**config.mk**
```make
export PLATFORM = sky130hd
export DESIGN_NAME = ee457_icache
export DESIGN_NICKNAME = d
export VERILOG_FILES = /design/src/rtl/ee457_pkg.sv /design/src/rtl/ee457_icache_tagram.sv /design/src/rtl/ee457_icache.sv
export SDC_FILE = /design/constraint.sdc
export NUM_CORES = 2
export LEC_CHECK = 0
export ABC_CLOCK_PERIOD_IN_PS = 9500
export BUFFER_PORTS_ARGS = -buffer_cell sky130_fd_sc_hd__buf_2
export CORE_ASPECT_RATIO = 0.8
export CORE_MARGIN = 2
export CORE_UTILIZATION = 62
export CTS_BUF_LIST = sky130_fd_sc_hd__clkbuf_8
export CTS_CLUSTER_DIAMETER = 40
export DETAILED_ROUTE_END_ITERATION = 10
export PLACE_DENSITY = 0.79
export SLEW_MARGIN = 40
export SYNTH_ARGS = -nofsm -noshare
export SYNTH_HDL_FRONTEND = slang
export SYNTH_HIERARCHICAL = 1
export SYNTH_SLANG_ARGS = --single-unit
```
**constraint.sdc**
```tcl
create_clock -name clk -period 9.5 [get_ports clk]
set_input_delay 1.9 -clock clk [delete_from_list [all_inputs] [get_ports clk]]
set_output_delay 1.9 -clock clk [all_outputs]
set_load 0.005 [all_outputs]
```
**src/rtl/ee457_pkg.sv**
```systemverilog
// Shared definitions for the ee457 instruction cache.
// Holds the refill FSM encoding and the address-field width helpers.
package ee457_pkg;

    typedef enum logic {
        S_IDLE   = 1'b0,
        S_REFILL = 1'b1
    } state_e;

    function automatic int off_w(input int words);
        return $clog2(words);
    endfunction

    function automatic int idx_w(input int lines);
        return $clog2(lines);
    endfunction

    // Tag is everything above the byte, word and index fields.
    function automatic int tag_w(input int addr_w, input int words,
                                 input int lines);
        return addr_w - $clog2(words) - $clog2(lines) - 2;
    endfunction

endpackage

```
**src/rtl/ee457_icache_tagram.sv**
```systemverilog
// Tag and valid storage for the direct-mapped icache.
// Combinational lookup; clear-all wins over a same-cycle set.
module ee457_icache_tagram #(
    parameter int LINES = 16,
    parameter int IDX_W = 4,
    parameter int TAG_W = 24
) (
    input  logic             clk,
    input  logic             rst,
    input  logic             clr_all,
    input  logic             set_en,
    input  logic [IDX_W-1:0] set_idx,
    input  logic [TAG_W-1:0] set_tag,
    input  logic [IDX_W-1:0] lk_idx,
    input  logic [TAG_W-1:0] lk_tag,
    output logic             hit
);

    logic [LINES-1:0] valid_q;
    logic [LINES-1:0] valid_d;
    logic [TAG_W-1:0] tag_q [LINES];

    always_comb begin
        valid_d = valid_q;
        if (set_en) begin
            valid_d[set_idx] = 1'b1;
        end
        if (clr_all) begin
            valid_d = '0;
        end
    end

    always_ff @(posedge clk) begin
        if (rst) begin
            valid_q <= '0;
        end else begin
            valid_q <= valid_d;
        end
    end

    always_ff @(posedge clk) begin
        if (set_en) begin
            tag_q[set_idx] <= set_tag;
        end
    end

    assign hit = valid_q[lk_idx] && (tag_q[lk_idx] == lk_tag);

endmodule

```
**src/rtl/ee457_icache.sv**
```systemverilog
// Direct-mapped read-only instruction cache with a line-refill FSM.
// Hits return data combinationally; misses stall the fetch stage.
module ee457_icache
    import ee457_pkg::*;
#(
    parameter int LINES  = 16,
    parameter int WORDS  = 4,
    parameter int ADDR_W = 32
) (
    input  logic              clk,
    input  logic              rst,
    input  logic [ADDR_W-1:0] cpu_addr,
    input  logic              cpu_rd,
    output logic [31:0]       cpu_rdata,
    output logic              cpu_ready,
    input  logic              inv,
    output logic [ADDR_W-1:0] mem_addr,
    output logic              mem_rd,
    input  logic [31:0]       mem_rdata,
    input  logic              mem_valid,
    output logic              refill_busy
);

    localparam int OFF_W = off_w(WORDS);
    localparam int IDX_W = idx_w(LINES);
    localparam int TAG_W = tag_w(ADDR_W, WORDS, LINES);
    localparam logic [OFF_W-1:0] LAST = OFF_W'(WORDS - 1);

    state_e           state_q, state_d;
    logic [OFF_W-1:0] cnt_q, cnt_d;
    logic [TAG_W-1:0] mtag_q, mtag_d;
    logic [IDX_W-1:0] midx_q, midx_d;
    logic             abort_q, abort_d;

    logic [31:0]      data_q [LINES][WORDS];

    logic [OFF_W-1:0] a_word;
    logic [IDX_W-1:0] a_idx;
    logic [TAG_W-1:0] a_tag;
    logic             hit;
    logic             data_we;
    logic             set_en;
    logic             unused_byte;

    assign a_word      = cpu_addr[OFF_W+1:2];
    assign a_idx       = cpu_addr[OFF_W+IDX_W+1:OFF_W+2];
    assign a_tag       = cpu_addr[ADDR_W-1:OFF_W+IDX_W+2];
    assign unused_byte = ^cpu_addr[1:0];

    ee457_icache_tagram #(
        .LINES (LINES),
        .IDX_W (IDX_W),
        .TAG_W (TAG_W)
    ) u_tagram (
        .clk     (clk),
        .rst     (rst),
        .clr_all (inv),
        .set_en  (set_en && !rst),
        .set_idx (midx_q),
        .set_tag (mtag_q),
        .lk_idx  (a_idx),
        .lk_tag  (a_tag),
        .hit     (hit)
    );

    always_comb begin
        state_d     = state_q;
        cnt_d       = cnt_q;
        mtag_d      = mtag_q;
        midx_d      = midx_q;
        abort_d     = abort_q;
        cpu_ready   = 1'b0;
        mem_rd      = 1'b0;
        refill_busy = 1'b0;
        data_we     = 1'b0;
        set_en      = 1'b0;
        unique case (state_q)
            S_IDLE: begin
                cpu_ready = !cpu_rd || hit;
                abort_d   = 1'b0;
                if (cpu_rd && !hit) begin
                    mtag_d  = a_tag;
                    midx_d  = a_idx;
                    cnt_d   = '0;
                    state_d = S_REFILL;
                end
            end
            S_REFILL: begin
                mem_rd      = 1'b1;
                refill_busy = 1'b1;
                if (inv) begin
                    abort_d = 1'b1;
                end
                if (mem_valid) begin
                    data_we = 1'b1;
                    cnt_d   = cnt_q + 1'b1;
                    // An invalidate on the last beat also kills the line.
                    if (cnt_q == LAST) begin
                        set_en  = !abort_q && !inv;
                        cnt_d   = '0;
                        abort_d = 1'b0;
                        state_d = S_IDLE;
                    end
                end
            end
            default: begin
                state_d = S_IDLE;
            end
        endcase
    end

    always_ff @(posedge clk) begin
        if (rst) begin
            state_q <= S_IDLE;
            cnt_q   <= '0;
            mtag_q  <= '0;
            midx_q  <= '0;
            abort_q <= 1'b0;
        end else begin
            state_q <= state_d;
            cnt_q   <= cnt_d;
            mtag_q  <= mtag_d;
            midx_q  <= midx_d;
            abort_q <= abort_d;
        end
    end

    always_ff @(posedge clk) begin
        if (data_we && !rst) begin
            data_q[midx_q][cnt_q] <= mem_rdata;
        end
    end

    assign mem_addr  = {mtag_q, midx_q, cnt_q, 2'b00};
    assign cpu_rdata = data_q[a_idx][a_word];

endmodule

```
After elaboration in Yosys (flattened, before gate mapping)
Memories as Yosys holds them, arrays and structs flattened.
Cells that the tools add are included.
- register bits after elaboration: 48
- latch bits: 0
- RAM bits: 2432
- ROM bits: 0
- input port bits: 69
- output and inout port bits: 67
- word-level logic and storage cells: 71
- memories kept: 2
- memories (name ; words ; bits a word ; read ports ; clocked after Yosys merged registers in ; write ports ; RTL line ; source):
    data_q ; 16 ; 128 ; 1 ; 0 ; 1 ; ee457_icache.sv:35 ; logic [31:0] data_q [LINES][WORDS];
    u_tagram.tag_q ; 16 ; 24 ; 1 ; 0 ; 1 ; ee457_icache_tagram.sv:21 ; logic [TAG_W-1:0] tag_q [LINES];
- add/sub/neg operators: 1
- $mul: 0
- div/mod/pow operators: 0
- order comparisons: 6
- eq/ne operators: 4
- shifts and indexed selects: 0
- multiplexer cells: 32
- bitwise operators: 4
- reduce and logical (&&, ||, !) cells: 16
- operator list (operator ; count):
    128-bit two-way mux ; 1
    32-bit two-way mux ; 3
    32-bit binary-select mux with 2-bit select ; 1
    32-bit demux with 2-bit select ; 1
    24-bit == test ; 1
    1-bit two-way mux ; 18
    16-bit bitwise OR ; 1
    4-bit by 5-bit < comparator with 1-bit output, second input constant ; 2
    1-bit logical AND ; 7
    3-bit >= comparator, second input constant ; 2
    2-bit two-way mux ; 3
    2-bit NOT with 3-bit output ; 2
    1-bit logical NOT ; 5
    1-bit binary-select mux with 4-bit select ; 1
    1-bit demux with 4-bit select ; 1
    4-bit by 1-bit >= comparator with 1-bit output, second input constant ; 1
    2-bit != test, second input constant ; 2
    1-bit case mux with 2 select lines ; 2
    2-bit case mux with 2 select lines ; 1
    2-bit AND reduction ; 2
    3-bit by 1-bit < comparator with 1-bit output, second input constant ; 1
    2-bit by 1-bit adder with 2-bit output, second input constant ; 1
    2-bit == test, second input constant ; 1
    2-bit OR reduction ; 1
    other kinds (2) ; 2

Longest topological paths before layout
- depth after elaboration: 8
- mapped depth: 16
- depth with buffers taken out: 11

Hierarchy
The synthesis kept the hierarchy.
- by module, submodules not included (module ; times used ; cells an instance ; area each (um^2) ; sequential area each (um^2)):
    ee457_icache ; 1 ; 3475 ; 78895.7 ; 62139.6
    ee457_icache_tagram ; 1 ; 765 ; 16037.9 ; 11851.4

Worst setup path after synthesis
OpenSTA, ideal clock, no wires.
- path kind: in2out
- from: input port cpu_addr[4]
- to: output port cpu_ready
- data arrival time: 4.001 ns
- required time: 7.600 ns
- path slack: 3.599 ns
- stages: 12
- path buffers: 4
- cells stage by stage: buf_6 buf_12 buf_6 buf_8 mux2i_4 o22ai_1 a2111oi_2 a31oi_1 a2111oi_2 and4_1 inv_1 a21oi_1
- longest elaborated chain between the ends: 5
- elaborated cells on any way between the ends: 7
- classes of those cells: eq/ne (1); mux (3); reduce/logical (2); memory (1)
- RTL lines (element ; RTL line ; source):
    start, declared ; ee457_icache.sv:12 ; input logic [ADDR_W-1:0] cpu_addr,
    memory 16 x 24 bit / 1-bit binary-select mux with 4-bit select (equally long branches) ; -- ;
    24-bit == test / 1-bit two-way mux (equally long branches) ; ee457_icache_tagram.sv:47 ; assign hit = valid_q[lk_idx] && (tag_q[lk_idx] == lk_tag);
    1-bit logical AND (*) ; ee457_icache_tagram.sv:47 ;
    named net hit ; ee457_icache.sv:40 ; logic hit;
    1-bit logical OR (*) ; ee457_icache.sv:79 ; cpu_ready = !cpu_rd || hit;
    1-bit two-way mux (*) ; ee457_icache.sv:77 ; unique case (state_q)
    end, declared ; ee457_icache.sv:15 ; output logic cpu_ready,
The timed path passes the listed nets; every way through them passes the cells marked *. The select of a mux whose other input is x is not followed.

Final worst setup path
- from: input port cpu_addr[5]
- to: output port cpu_ready
Same word-level chain as after synthesis.

==> impl_results.md <==
- Kind of critical path: in2out
- Largest net degree at the start of global routing: 112
- Hold_buf cts: 0
- Main synth FF type: edfxtp_1
- Clock buffer count from CTS: 370
- Vias per inst: 6.91
- Antenna viol nets, final: 0
- First-pass GRT wire length: 335000 um
- Hpwl dp: 128000 um
- Cts repair resizes: 0
- Leading area contributor after synthesis: edfxtp_1
- WL met2: 108000 um
- Core area: 152000 um2
- Final Setup Violations: 0
- Layout cell share with drive strength beyond 1: 29.7%
- Synth warn: 6
- Worst Path Arrival: 5.47 ns
- Area contributors post-synth: edfxtp_1, mux4_2, mux2i_1
- Port bufs: 131
- Maximum vdd drop: 0.157 mV
- PD cells: 198 nW/um2
- Worst skew pair latency: 1.05 ns
- Clock Path Buffers: 4
- Layout area overhead: 11.6%
- Met3 routed WL: 35700 um
- Filler Cells Inserted: 8600
- # clock sinks: 2480
- CP Launch Type: input port
- Initial Util: 62.4%
- Drt total wl: 237000 um
- Routability cong.: 0.832
- Total Routing Usage GR: 30.6%
- Final hold violations: 0
- Tcrit/Tclk final: 77.6%
- Crit path capture type: primary output
- CP top delay family: buffers and inverters
- Yosys reg bits: 2480
- Post-synth ARST share: 0%
- Count leader, synth: edfxtp_1
- Die H: 354 um
- Commonest cells in the netlist: edfxtp_1, mux4_2, nor2_1
- NumNets Final: 4739
- Initial antenna violation count: 18
- Dpl cell area: 99300 um2
- I/O pin count: 136
- Initial DRC count: 8296
- Max_cap viols: 0
- DR WL/cell: 34.1 um
- Via count: 48000
- CP cell instances: buf_8 > buf_16 > buf_4 > mux4_2 > mux2i_1 > nor3b_1 > a31oi_1 > o211ai_1 > nor4_1 > and4_1 > inv_1 > a21oi_1 > buf_2
- Post-synthesis cell count: 4240
- Rows: 128
- Netlist cell types: 60
- Clock skew: 0.103 ns
- DRC viols: 0
- Setup TNS: 0 ns
- Post-layout min period: 7.37 ns
- Reg clk slew, reported paths: 0.06 ns
- Crit Path Max Fanout: 43
- TritonRoute pass-1 iters: 8
- Slew HR: 34.0%
- Highest routed layer: met5
- H-tree Lvls: 5
- Worst min path class: reg2reg
- FMAX: 136 MHz
- Design Area, Final: 106000 um2
- Wl on met1: 83600 um
- Post-synth EDFFs: 2432
- Width of the die: 441 um
- Required @ worst endpoint: 7.60 ns
- Remaining Overflow, GRT: 0
- Avg Synthesized Cell Area: 22.4 um2
- Vias in the first global route: 47900
- Slowest cell delay on critical path: 0.58 ns
- Slew at the pin closest to its max-slew limit: 0.987 ns
- Top-area cell type share of the netlist area: 76.9%
- Number of setup buffers added after CTS: 0
- RSZ-0062 raised after global routing: no
- Clock Tree Root: clkbuf_8
- Worst path slowest cell: mux4_2
- Final slew viol count: 0
- Die area: 156000 um2
- Outcome: finished, final reports clean
- Buf/Inv on CP: 5
- Seq/Total Area, Yosys: 77.9%
- CTS tree: done
- Synth Cell Area: 94900 um2
- Leak pwr: 33.8 nW
-- placed cells by master, fill, tap and decap left out, drive strengths merged, types with 5 or more instances in the layout --
master	Yosys	final
edfxtp	2432	2432
mux4	611	611
clkbuf	79	380
buf	163	295
clkinv	0	125
nor2	124	124
inv	11	123
nand2	120	120
mux2i	114	114
o22ai	67	67
nand3	48	48
dfxtp	48	48
a21oi	42	42
o21ai	41	41
a221oi	38	38
o221ai	36	36
a22oi	35	35
nand4	35	35
a211oi	35	35
o211a	32	32
o21a	17	17
nor2b	16	16
xor2	13	13
xnor2	13	13
nand2b	13	13
bufinv	0	9
clkinvlp	0	8
nand3b	7	7
nor3	6	6
diode	0	5
or3b	5	5
a31oi	5	5
-- cell families after synthesis --
logic type / share of synthesized area [%]
other: 0.00395
AND/OR/NAND/NOR: 1.89
XOR/XNOR: 0.240
multiplexers: 15.7
flip-flops: 77.9
AO/OA/AOI/OAI: 2.75
adder cells (fa/ha/maj): 0.0527
buffers and inverters: 1.38
-- sequential cells by signal, indices dropped and copies added, names as in the netlist --
signal / cells
u_tagram/tag_q: 384
state_q: 1
abort_q: 1
cnt_q: 2
u_tagram/valid_q: 16
mtag_q: 24
data_q: 2048
midx_q: 4
-- worst register-to-register path, cell delays in order (launching register included) --
cell      delay, ns
dfxtp_1        0.54
nand2_1        0.18
nor2_1         0.27
nand2_4        0.33
nor3_1         0.58
nand3b_1       0.44
nor3_2         0.75
buf_4          0.58
-- stage by stage --
stage          std cells  utilization, %  hold slack, ns  total power, W  worst slack, ns
2_1_floorplan       4241               -           0.435          0.0129             3.60
3_3_place_gp        6294            65.0           0.442          0.0133             2.19
3_5_place_dp        6308            65.3           0.450          0.0134             2.18
4_1_cts             6942            69.6           0.465          0.0211             2.17
5_1_grt             6946            69.6           0.485          0.0216             1.92
6_report            6948            69.6           0.465          0.0210             2.13
-- layer usage --
layer	GRT usage, %	up-vias
met3	9.87	579
met5	0	-
met2	44.5	3599
met1	44.2	24900
li1	-	18900
met4	11.4	20
-- layout make-up --
class                   count  area [um2]  share of cell area (%)
inverters                  11        41.3                  0.0390
clock inverters           254        1270                    1.20
clock buffers             380        5230                    4.94
multi-input cells        1508       20500                    19.3
well taps                2015        2520                    2.38
diodes                      5        12.5                  0.0118
flip-flops and latches   2480       74000                    69.9
repair buffers            295        2380                    2.25
-- final timing paths --
kind / startpoint / to / slack (ns) / cells after the start
setup / recovery: cpu_addr[5] / cpu_ready / 2.13 / 13
hold / removal: u_tagram/valid_q[14] / u_tagram/valid_q[14] / 0.46 / 1
setup reg to reg: state_q / u_tagram/tag_q[4][18] / 5.37 / 7
hold reg to reg: u_tagram/valid_q[14] / u_tagram/valid_q[14] / 0.46 / 1
-- power by group --
group | internal (W) | leakage, nW | switching [W]
Sequential | 0.0120 | 22.5 | 0.0000400
Clock | 0.00394 | 3.73 | 0.00392
Combinational | 0.000390 | 7.66 | 0.000709
Total | 0.0163 | 33.8 | 0.00467
No activity file was read; power rests on OpenSTA's default activity.
